**src/rtl/drop_sequencer.sv**
```systemverilog
// drop_sequencer
//   Sequenced measure-and-drop controller. On start it captures the four
//   height sensors, averages the valid pair(s) into an 8-bit height, takes a
//   12-step restoring square root of height*2^16, halves it into t_fall,
//   compares the result against t_lim and either fires a timed drop pulse or
//   reports why the drop was refused.
// Ports
//   clk, rst                 : clock (rising edge), async active-high reset
//   start                    : measurement request, sampled in IDLE only
//   sensor1..sensor4 [7:0]   : raw heights, captured when start is accepted
//   t_lim [15:0]             : fall-time limit, sampled in DECIDE
//   drop_en                  : drop permission, sampled in DECIDE
//   busy                     : measurement/drop in progress
//   done                     : 1-cycle pulse when t_fall/decision update
//   t_fall [15:0]            : last fall time (held)
//   decision [1:0]           : 00 none, 01 COLD, 10 DROP, 11 ERR (held)
//   drop_activated           : drop command, DROP_CYCLES clocks long
module drop_sequencer #(
  parameter int DROP_CYCLES = 4
) (
  input  logic        clk,
  input  logic        rst,
  input  logic        start,
  input  logic [7:0]  sensor1,
  input  logic [7:0]  sensor2,
  input  logic [7:0]  sensor3,
  input  logic [7:0]  sensor4,
  input  logic [15:0] t_lim,
  input  logic        drop_en,
  output logic        busy,
  output logic        done,
  output logic [15:0] t_fall,
  output logic [1:0]  decision,
  output logic        drop_activated
);

  localparam logic [1:0] DEC_COLD = 2'b01;
  localparam logic [1:0] DEC_DROP = 2'b10;
  localparam logic [1:0] DEC_ERR  = 2'b11;

  // HOLD is the completion cycle of the non-drop path: it keeps busy high
  // alongside done so both fall together and start is not taken early.
  typedef enum logic [2:0] {IDLE, LATCH, ROOT, DECIDE, DROP, HOLD} state_t;

  state_t      state, state_nxt;
  logic [7:0]  s1, s2, s3, s4;
  logic [7:0]  height;
  logic [23:0] rad_sr;
  logic [13:0] rem;
  logic [11:0] root;
  logic [3:0]  iter;
  logic [7:0]  drop_cnt;

  // pair / quad averages, 10-bit so the sums never overflow
  logic [9:0]  sum_24, sum_13, sum_all;
  logic [7:0]  height_nxt;

  always_comb begin
    sum_24  = {2'b0, s2} + {2'b0, s4} + 10'd1;
    sum_13  = {2'b0, s1} + {2'b0, s3} + 10'd1;
    sum_all = {2'b0, s1} + {2'b0, s2} + {2'b0, s3} + {2'b0, s4} + 10'd2;
    if (s1 == 8'd0 || s3 == 8'd0)      height_nxt = sum_24[8:1];
    else if (s2 == 8'd0 || s4 == 8'd0) height_nxt = sum_13[8:1];
    else                               height_nxt = sum_all[9:2];
  end

  // one restoring-sqrt step: bring down two radicand bits, try (root<<2)|1
  logic [15:0] rem_sh, trial;
  logic        fits;

  always_comb begin
    rem_sh = {rem, rad_sr[23:22]};
    trial  = {2'b0, root, 2'b01};
    fits   = (rem_sh >= trial);
  end

  logic [15:0] t_fall_nxt;
  logic [1:0]  dec_nxt;

  always_comb begin
    t_fall_nxt = {4'b0, root} >> 1;
    if (height == 8'd0)         dec_nxt = DEC_ERR;
    else if (t_fall_nxt > t_lim) dec_nxt = DEC_COLD;
    else if (!drop_en)          dec_nxt = DEC_ERR;
    else                        dec_nxt = DEC_DROP;
  end

  always_ff @(posedge clk or posedge rst) begin
    if (rst) state <= IDLE;
    else     state <= state_nxt;
  end

  always_comb begin
    state_nxt = state;
    case (state)
      IDLE:    if (start) state_nxt = LATCH;
      LATCH:   state_nxt = ROOT;
      ROOT:    if (iter == 4'd0) state_nxt = DECIDE;
      DECIDE:  state_nxt = (dec_nxt == DEC_DROP) ? DROP : HOLD;
      DROP:    if (drop_cnt == 8'd0) state_nxt = IDLE;
      HOLD:    state_nxt = IDLE;
      default: state_nxt = IDLE;
    endcase
  end

  always_ff @(posedge clk or posedge rst) begin
    if (rst) begin
      s1       <= '0;
      s2       <= '0;
      s3       <= '0;
      s4       <= '0;
      height   <= '0;
      rad_sr   <= '0;
      rem      <= '0;
      root     <= '0;
      iter     <= '0;
      drop_cnt <= '0;
      done     <= 1'b0;
      t_fall   <= '0;
      decision <= '0;
    end else begin
      done <= 1'b0;
      case (state)
        IDLE: if (start) begin
          s1 <= sensor1;
          s2 <= sensor2;
          s3 <= sensor3;
          s4 <= sensor4;
        end
        LATCH: begin
          height <= height_nxt;
          rad_sr <= {height_nxt, 16'b0};
          rem    <= '0;
          root   <= '0;
          iter   <= 4'd11;
        end
        ROOT: begin
          rad_sr <= rad_sr << 2;
          iter   <= iter - 4'd1;
          if (fits) begin
            // remainder stays below 2*root+1, so 14 bits hold it
            rem  <= 14'(rem_sh - trial);
            root <= {root[10:0], 1'b1};
          end else begin
            rem  <= rem_sh[13:0];
            root <= {root[10:0], 1'b0};
          end
        end
        DECIDE: begin
          t_fall   <= t_fall_nxt;
          decision <= dec_nxt;
          done     <= 1'b1;
          drop_cnt <= 8'(DROP_CYCLES - 1);
        end
        DROP: if (drop_cnt != 8'd0) drop_cnt <= drop_cnt - 8'd1;
        default: ;
      endcase
    end
  end

  // decoded straight from the state register, so reset clears them at once
  assign busy           = (state != IDLE);
  assign drop_activated = (state == DROP);

endmodule

```
**config.mk**
```make
export PLATFORM = sky130hd
export DESIGN_NAME = drop_sequencer
export DESIGN_NICKNAME = d
export VERILOG_FILES = /design/src/rtl/drop_sequencer.sv
export SDC_FILE = /design/constraint.sdc
export NUM_CORES = 1
export LEC_CHECK = 0
export ABC_AREA = 1
export BUFFER_PORTS_ARGS = -buffer_cell sky130_fd_sc_hd__buf_4
export CAP_MARGIN = 5
export CELL_PAD_IN_SITES_DETAIL_PLACEMENT = 1
export CELL_PAD_IN_SITES_GLOBAL_PLACEMENT = 1
export CORE_ASPECT_RATIO = 0.6
export CORE_UTILIZATION = 40
export DETAILED_ROUTE_END_ITERATION = 10
export PLACE_DENSITY = 0.77
export REMOVE_ABC_BUFFERS = 1
export SLEW_MARGIN = 20
export SYNTH_ARGS = -nofsm -noshare
export SYNTH_HDL_FRONTEND = slang
export SYNTH_SLANG_ARGS = --single-unit
```
**constraint.sdc**
```tcl
create_clock -name clk -period 2.76 [get_ports clk]
set_input_delay 0.276 -clock clk [delete_from_list [all_inputs] [get_ports clk]]
set_output_delay 0.276 -clock clk [all_outputs]
set_load 0.02 [all_outputs]
```
Word level (Yosys, flattened, before mapping)
Cells that the tools add are included.
Widths: inputs -> output; s select.
{"block": "op_classes", "n_eq_ne": 9, "order_cmp": 2, "add_sub_neg": 11, "muxes": 19, "reduce_logical": 17}
{"cell": "$logic_not 8->1", "count": 6}
{"cell": "$pmux 24 s2", "count": 1}
{"cell": "$pmux 14 s2", "count": 1}
{"cell": "$add 8x8->9", "count": 3}
{"cell": "$mux 8", "count": 3}
{"cell": "$pmux 12 s2", "count": 1}
{"cell": "$add 9x1->9 const B", "count": 2}
{"cell": "$ge 16x14->1", "count": 1}
{"cell": "$gt 11x16->1", "count": 1}
{"cell": "$pmux 8 s2", "count": 1}
{"cell": "$pmux 3 s5", "count": 1}
{"cell": "$mux 14", "count": 1}
{"cell": "$sub 14x14->14", "count": 1}
{"cell": "$add 10x2->10 const B", "count": 1}
{"cell": "$add 10x8->10", "count": 1}
{"cell": "$add 9x8->10", "count": 1}
{"cell": "$mux 3", "count": 3}
{"cell": "$pmux 4 s2", "count": 1}
{"cell": "$reduce_bool 8->1", "count": 1}
{"cell": "$sub 8x1->8 const B", "count": 1}
{"cell": "$eq 3x2->1 const B", "count": 2}
{"cell": "$logic_not 4->1", "count": 1}
{"cell": "$mux 1", "count": 4}
{"cell": "$mux 2", "count": 2}
{"cell": "other kinds (12)", "count": 17}
{"block": "word_totals", "input_bits": 52, "out_inout_bits": 21, "register_bits": 119}

Depth between registers and ports, before layout
{"block": "depth", "word_depth": 7, "mapped_depth": 18, "ltp_nobuf": 18}

Least setup slack after synthesis
No wires, ideal clock.
{"block": "synth_timing", "kind": "reg-to-reg", "start": "reg s2[2]", "end": "reg height[5]", "path_buffers": 0, "synth_period_minus_slack_ns": 2.685, "arrival_time_ns": 2.566, "path_stages_with_launch": 15, "path_slack_ns": 0.075, "required_ns": 2.641, "path_cell_list": "dfrtp_1 inv_1 fa_1 fa_1 inv_1 ha_1 nand2_1 o21ai_0 nand4_1 nand2_1 nand2_1 nand3_1 nand3_1 nand3_1 nand2_1"}
{"block": "synth_between", "elab_chain_len": 6, "elab_cells_between_ends": 10}
{"element": "from (decl)", "line": "46", "source": "logic [7:0] s1, s2, s3, s4;"}
{"element": "from (signal assigned)", "line": "126", "source": "s2 <= sensor2;"}
{"element": "$add 8x8->9", "line": "61", "source": "sum_all = {2'b0, s1} + {2'b0, s2} + {2'b0, s3} + {2'b0, s4} + 10'd2;"}
{"element": "$add 9x8->10", "line": "61"}
{"element": "$add 10x8->10", "line": "61"}
{"element": "$add 10x2->10", "line": "61"}
{"element": "$mux 8", "line": "63", "source": "else if (s2 == 8'd0 || s4 == 8'd0) height_nxt = sum_13[8:1];"}
{"element": "$mux 8 *", "line": "62", "source": "if (s1 == 8'd0 || s3 == 8'd0) height_nxt = sum_24[8:1];"}
{"element": "to (signal assigned)", "line": "131", "source": "height <= height_nxt;"}
{"element": "to (decl)", "line": "47", "source": "logic [7:0] height;"}
Every way passes the cells marked *; elsewhere a longest branch is shown, timed or not.
A chain may end at the register's enable or synchronous reset.

Final worst setup path
{"block": "layout_timing", "start": "reg s3[5]", "end": "reg rad_sr[22]"}
{"block": "layout_between", "elab_chain_len": 6, "elab_cells_between_ends": 10}
{"element": "from (decl)", "line": "46"}
{"element": "from (signal assigned)", "line": "127", "source": "s3 <= sensor3;"}
{"element": "$add 9x8->10", "line": "61"}
{"element": "$add 10x8->10", "line": "61"}
{"element": "$add 10x2->10", "line": "61"}
{"element": "$mux 8", "line": "63"}
{"element": "$mux 8 *", "line": "62"}
{"element": "$pmux 24 s2 *", "line": "123", "source": "case (state)"}
{"element": "to (signal assigned)", "line": "132", "source": "rad_sr <= {height_nxt, 16'b0};"}
{"element": "to (signal assigned)", "line": "138", "source": "rad_sr <= rad_sr << 2;"}
{"element": "to (decl)", "line": "48", "source": "logic [23:0] rad_sr;"}
Every way passes the cells marked *; elsewhere a longest branch is shown, timed or not. The select of a mux whose other input is x is not followed.

==> reports/results.tsv <==
metric	value	unit
async_reset_ff_share	100	%
synthCells	907	
worst_ep_arrival	3.06	ns
worst_setup_hold_path_clk_slew	0.07	ns
num_rows	37	
post_layout_nets	1154	
htree_num_levels	3	
layout_commonest_cell	sky130_fd_sc_hd__nand2_1	
max_cap_violations	0	
worstSkewPairLatency	0.36	ns
antennaDiodeCount	0	
max_clock_freq	356	MHz
failing_checks	setup timing	
drc	0	
postSynthRegisterBits	103	
die-width	173	µm
highest_cell_delay_on_the_worst_timing_path	0.51	ns
worst_path_most_repeated_cell	sky130_fd_sc_hd__nand2_1	
mostFrequentLayoutCells	176 x sky130_fd_sc_hd__nand2_1, 131 x sky130_fd_sc_hd__buf_4, 121 x sky130_fd_sc_hd__inv_1	
grt_antenna_before_repair	0	
areaGrowthSynthToFinish	25.7	%
routed_wl	23700	µm
worst-slew-pin-transition	0.688	ns
place.detailed.instances	1241	
place.detailed.hpwl	17600	µm
timing.final.hold_violations	0	
routed_len_inst	18.7	µm
design.die.area	0.0180	mm²
vias_in_the_first_global_route	6669	
clk_path_buf_depth	2	
finalCriticalPeriod	2.81	ns
status	complete, but fails checks	
timing.final.setup_violations	8	
ff2ff_path_depth	17	
finalCritPeriodShare	102	%
startpoint_type	flop	
grt_pass1_wl	36500	µm
critical_path.cell_chain	inv_2 > fa_2 > fa_1 > inv_2 > ha_4 > buf_4 > nand2_1 > nor2_1 > nand2_2 > nand2_1 > nand2_1 > nand3_1 > nand2_1 > nand2_1 > nand2_2 > nand2_2 > nand2_1	
cell_area_after_technology_mapping	0.00700	mm²
crit_fanout	3	
root_buffer	sky130_fd_sc_hd__clkbuf_16	
top_level_ports	73	
tritoncts.num_buffers	9	
setup_total_negative_slack	-0.234	ns
place_congestion	0.900	
detail_route.first_pass.iterations	5	
die_height	104	µm
finalWorstSetupSlack	-0.0513	ns
cell_with_the_largest_stage_delay_on_the_worst_path	sky130_fd_sc_hd__fa_1	
route.vias.total	6748	
grt_max_degree	64	
yosys_warnings	0	
routed-wl-met3	1290	µm
synth.distinct_cells	45	
setup.worst_path.end_class	flop	
route.top_layer_used	met4	
m1WireLength	12600	µm
synth_top_flop_cell	sky130_fd_sc_hd__dfrtp_1	
wl_met2	9530	µm
clock_sink_count	103	
synth-edff-count	0	
port_buffers	67	
ys_seq_area_share	36.8	%
cts_tree	built	
worst-endpoint-required	3.01	ns
drt.antenna.violating_nets	0	
final_cells	1271	
timing.hold.worst.class	in2async	
crit_type	reg2reg	
relSlewSlack	53.7	%
initial_util	40.9	%
core_region_area	0.0171	mm²
grt.total_usage	26.2	%
postCtsHoldBufs	0	
setup_repair_after_global_routing_missed_its_margin	true	
detail_route.vias_per_cell	5.31	
syn_avg_cell_area	7.72	µm²
pins_over_slew_limit	0	
finClkSkew	0.00855	ns
starting_drc_count_in_detailed_routing	443	
post_route_cells_drive_above_1_share	24.0	%
reg2reg_setup_slack	-0.05	ns
remaining_overflow_grt	0	
-- kinds of logic (layout without fill, tap and decap cells) --
family / count (synthesis) / after routing / share of synthesized area, %
muxes: 1 / 1 / 0.161
buffers and inverters: 180 / 306 / 10.3
xor gates and xnor gates: 17 / 17 / 2.13
adders and majority gates: 69 / 69 / 14.2
other: 1 / 5 / 0.0536
DFF: 103 / 103 / 36.8
AOI/OAI and AO/OA: 166 / 166 / 13.4
and+or+nand+nor: 370 / 370 / 23.0
-- registers in the layout, indices dropped and copies added, names as in the netlist --
name and flops:
root 12, drop_cnt 8, state 3, s2 8, height 8, iter 4, s1 8, rad_sr 8
decision 2, t_fall 11, rem 14, s4 8, done 1, s3 8
-- final cells by class --
cell class,count,area [µm²]
fillers,2136,8330
multi-input cells,628,3970
flip-flops and latches,103,2580
repair buffers,136,1050
inverters,155,584
well taps,234,293
clock buffers,11,243
clock inverters,4,77.6
-- metrics by stage --
stage	utilization, %	area [µm²]	worst slack (ns)	hold WS [ns]
floorplan	-	6880	-0.220	0.427
global placement	47.3	8100	-0.0745	0.415
detailed placement	47.3	8100	-0.216	0.419
CTS	49.9	8540	0.000795	0.0360
global route	51.3	8790	-0.190	0.0687
finish	51.3	8790	-0.0513	0.0273
-- worst paths after layout --
path | startpoint | endpoint
worst max-delay path | s3[5] | rad_sr[22]
max in group asynchronous | rst | height[7]
worst max register to register | s3[5] | rad_sr[22]
worst min register to register | drop_cnt[5] | drop_cnt[5]
worst min-delay path | rst | decision[0]
min in group clk | sensor2[0] | s2[0]
-- Yosys cell counts (2+ instances only) --
| library cell | instances | area (µm²) |
|---|---|---|
| sky130_fd_sc_hd__nor2_1 | 81 | 304 |
| sky130_fd_sc_hd__or2_1 | 2 | 12.5 |
| sky130_fd_sc_hd__inv_2 | 8 | 30.0 |
| sky130_fd_sc_hd__xor2_1 | 9 | 78.8 |
| sky130_fd_sc_hd__nor4_1 | 2 | 12.5 |
| sky130_fd_sc_hd__nand3_4 | 2 | 35.0 |
| sky130_fd_sc_hd__inv_1 | 146 | 548 |
| sky130_fd_sc_hd__nor2_2 | 3 | 18.8 |
| sky130_fd_sc_hd__buf_6 | 2 | 22.5 |
| sky130_fd_sc_hd__o21ai_0 | 45 | 225 |
| sky130_fd_sc_hd__ha_1 | 52 | 651 |
| sky130_fd_sc_hd__nand2_2 | 3 | 18.8 |
| sky130_fd_sc_hd__fa_1 | 17 | 340 |
| sky130_fd_sc_hd__nand4_1 | 25 | 156 |
| sky130_fd_sc_hd__a21o_1 | 3 | 22.5 |
| sky130_fd_sc_hd__dfrtp_1 | 103 | 2580 |
| sky130_fd_sc_hd__a31oi_1 | 2 | 12.5 |
| sky130_fd_sc_hd__a22oi_1 | 2 | 15.0 |
| sky130_fd_sc_hd__o21ai_1 | 5 | 25.0 |
| sky130_fd_sc_hd__o21ai_2 | 7 | 61.3 |
| sky130_fd_sc_hd__clkbuf_1 | 11 | 41.3 |
| sky130_fd_sc_hd__nand2_1 | 192 | 721 |
| sky130_fd_sc_hd__xnor2_1 | 8 | 70.1 |
| sky130_fd_sc_hd__a21oi_1 | 76 | 380 |
| sky130_fd_sc_hd__nand3_1 | 50 | 250 |
| sky130_fd_sc_hd__o211ai_1 | 3 | 22.5 |
| sky130_fd_sc_hd__buf_4 | 5 | 37.5 |
| sky130_fd_sc_hd__o22ai_1 | 16 | 100 |
| sky130_fd_sc_hd__or2_2 | 2 | 12.5 |
| sky130_fd_sc_hd__nand3b_1 | 2 | 15.0 |
| sky130_fd_sc_hd__buf_2 | 7 | 35.0 |
| sky130_fd_sc_hd__o21bai_1 | 3 | 22.5 |
-- layer usage --
metal  global-route usage (%)  vias to the layer above
li1                         -                     3180
met1                     42.3                     3374
met2                     35.5                      170
met3                     5.08                       24
met4                     4.61                        0
met5                        0                        -
-- critical path, delay by kind of cell (launching register included) --
| family | cells | cell delay (ns) |
|---|---|---|
| buf+inv | 3 | 0.28 |
| flops | 1 | 0.41 |
| fa+ha+maj | 3 | 1.26 |
| simple gates | 11 | 0.75 |
-- repair_timing --
| action | 4_1_cts | 5_1_grt |
|---|---|---|
| resized for setup | 29 | 58 |
| cloned | 0 | 0 |
| setup endpoints to repair | 12 | 14 |
| buffers inserted | 3 | 13 |
| hold endpoints to repair | 0 | 0 |
| pin swaps | 12 | 33 |
Power is left out: the tool's default activity adds up to more than one toggle a clock period on the data nets, which glitch-free logic cannot reach.
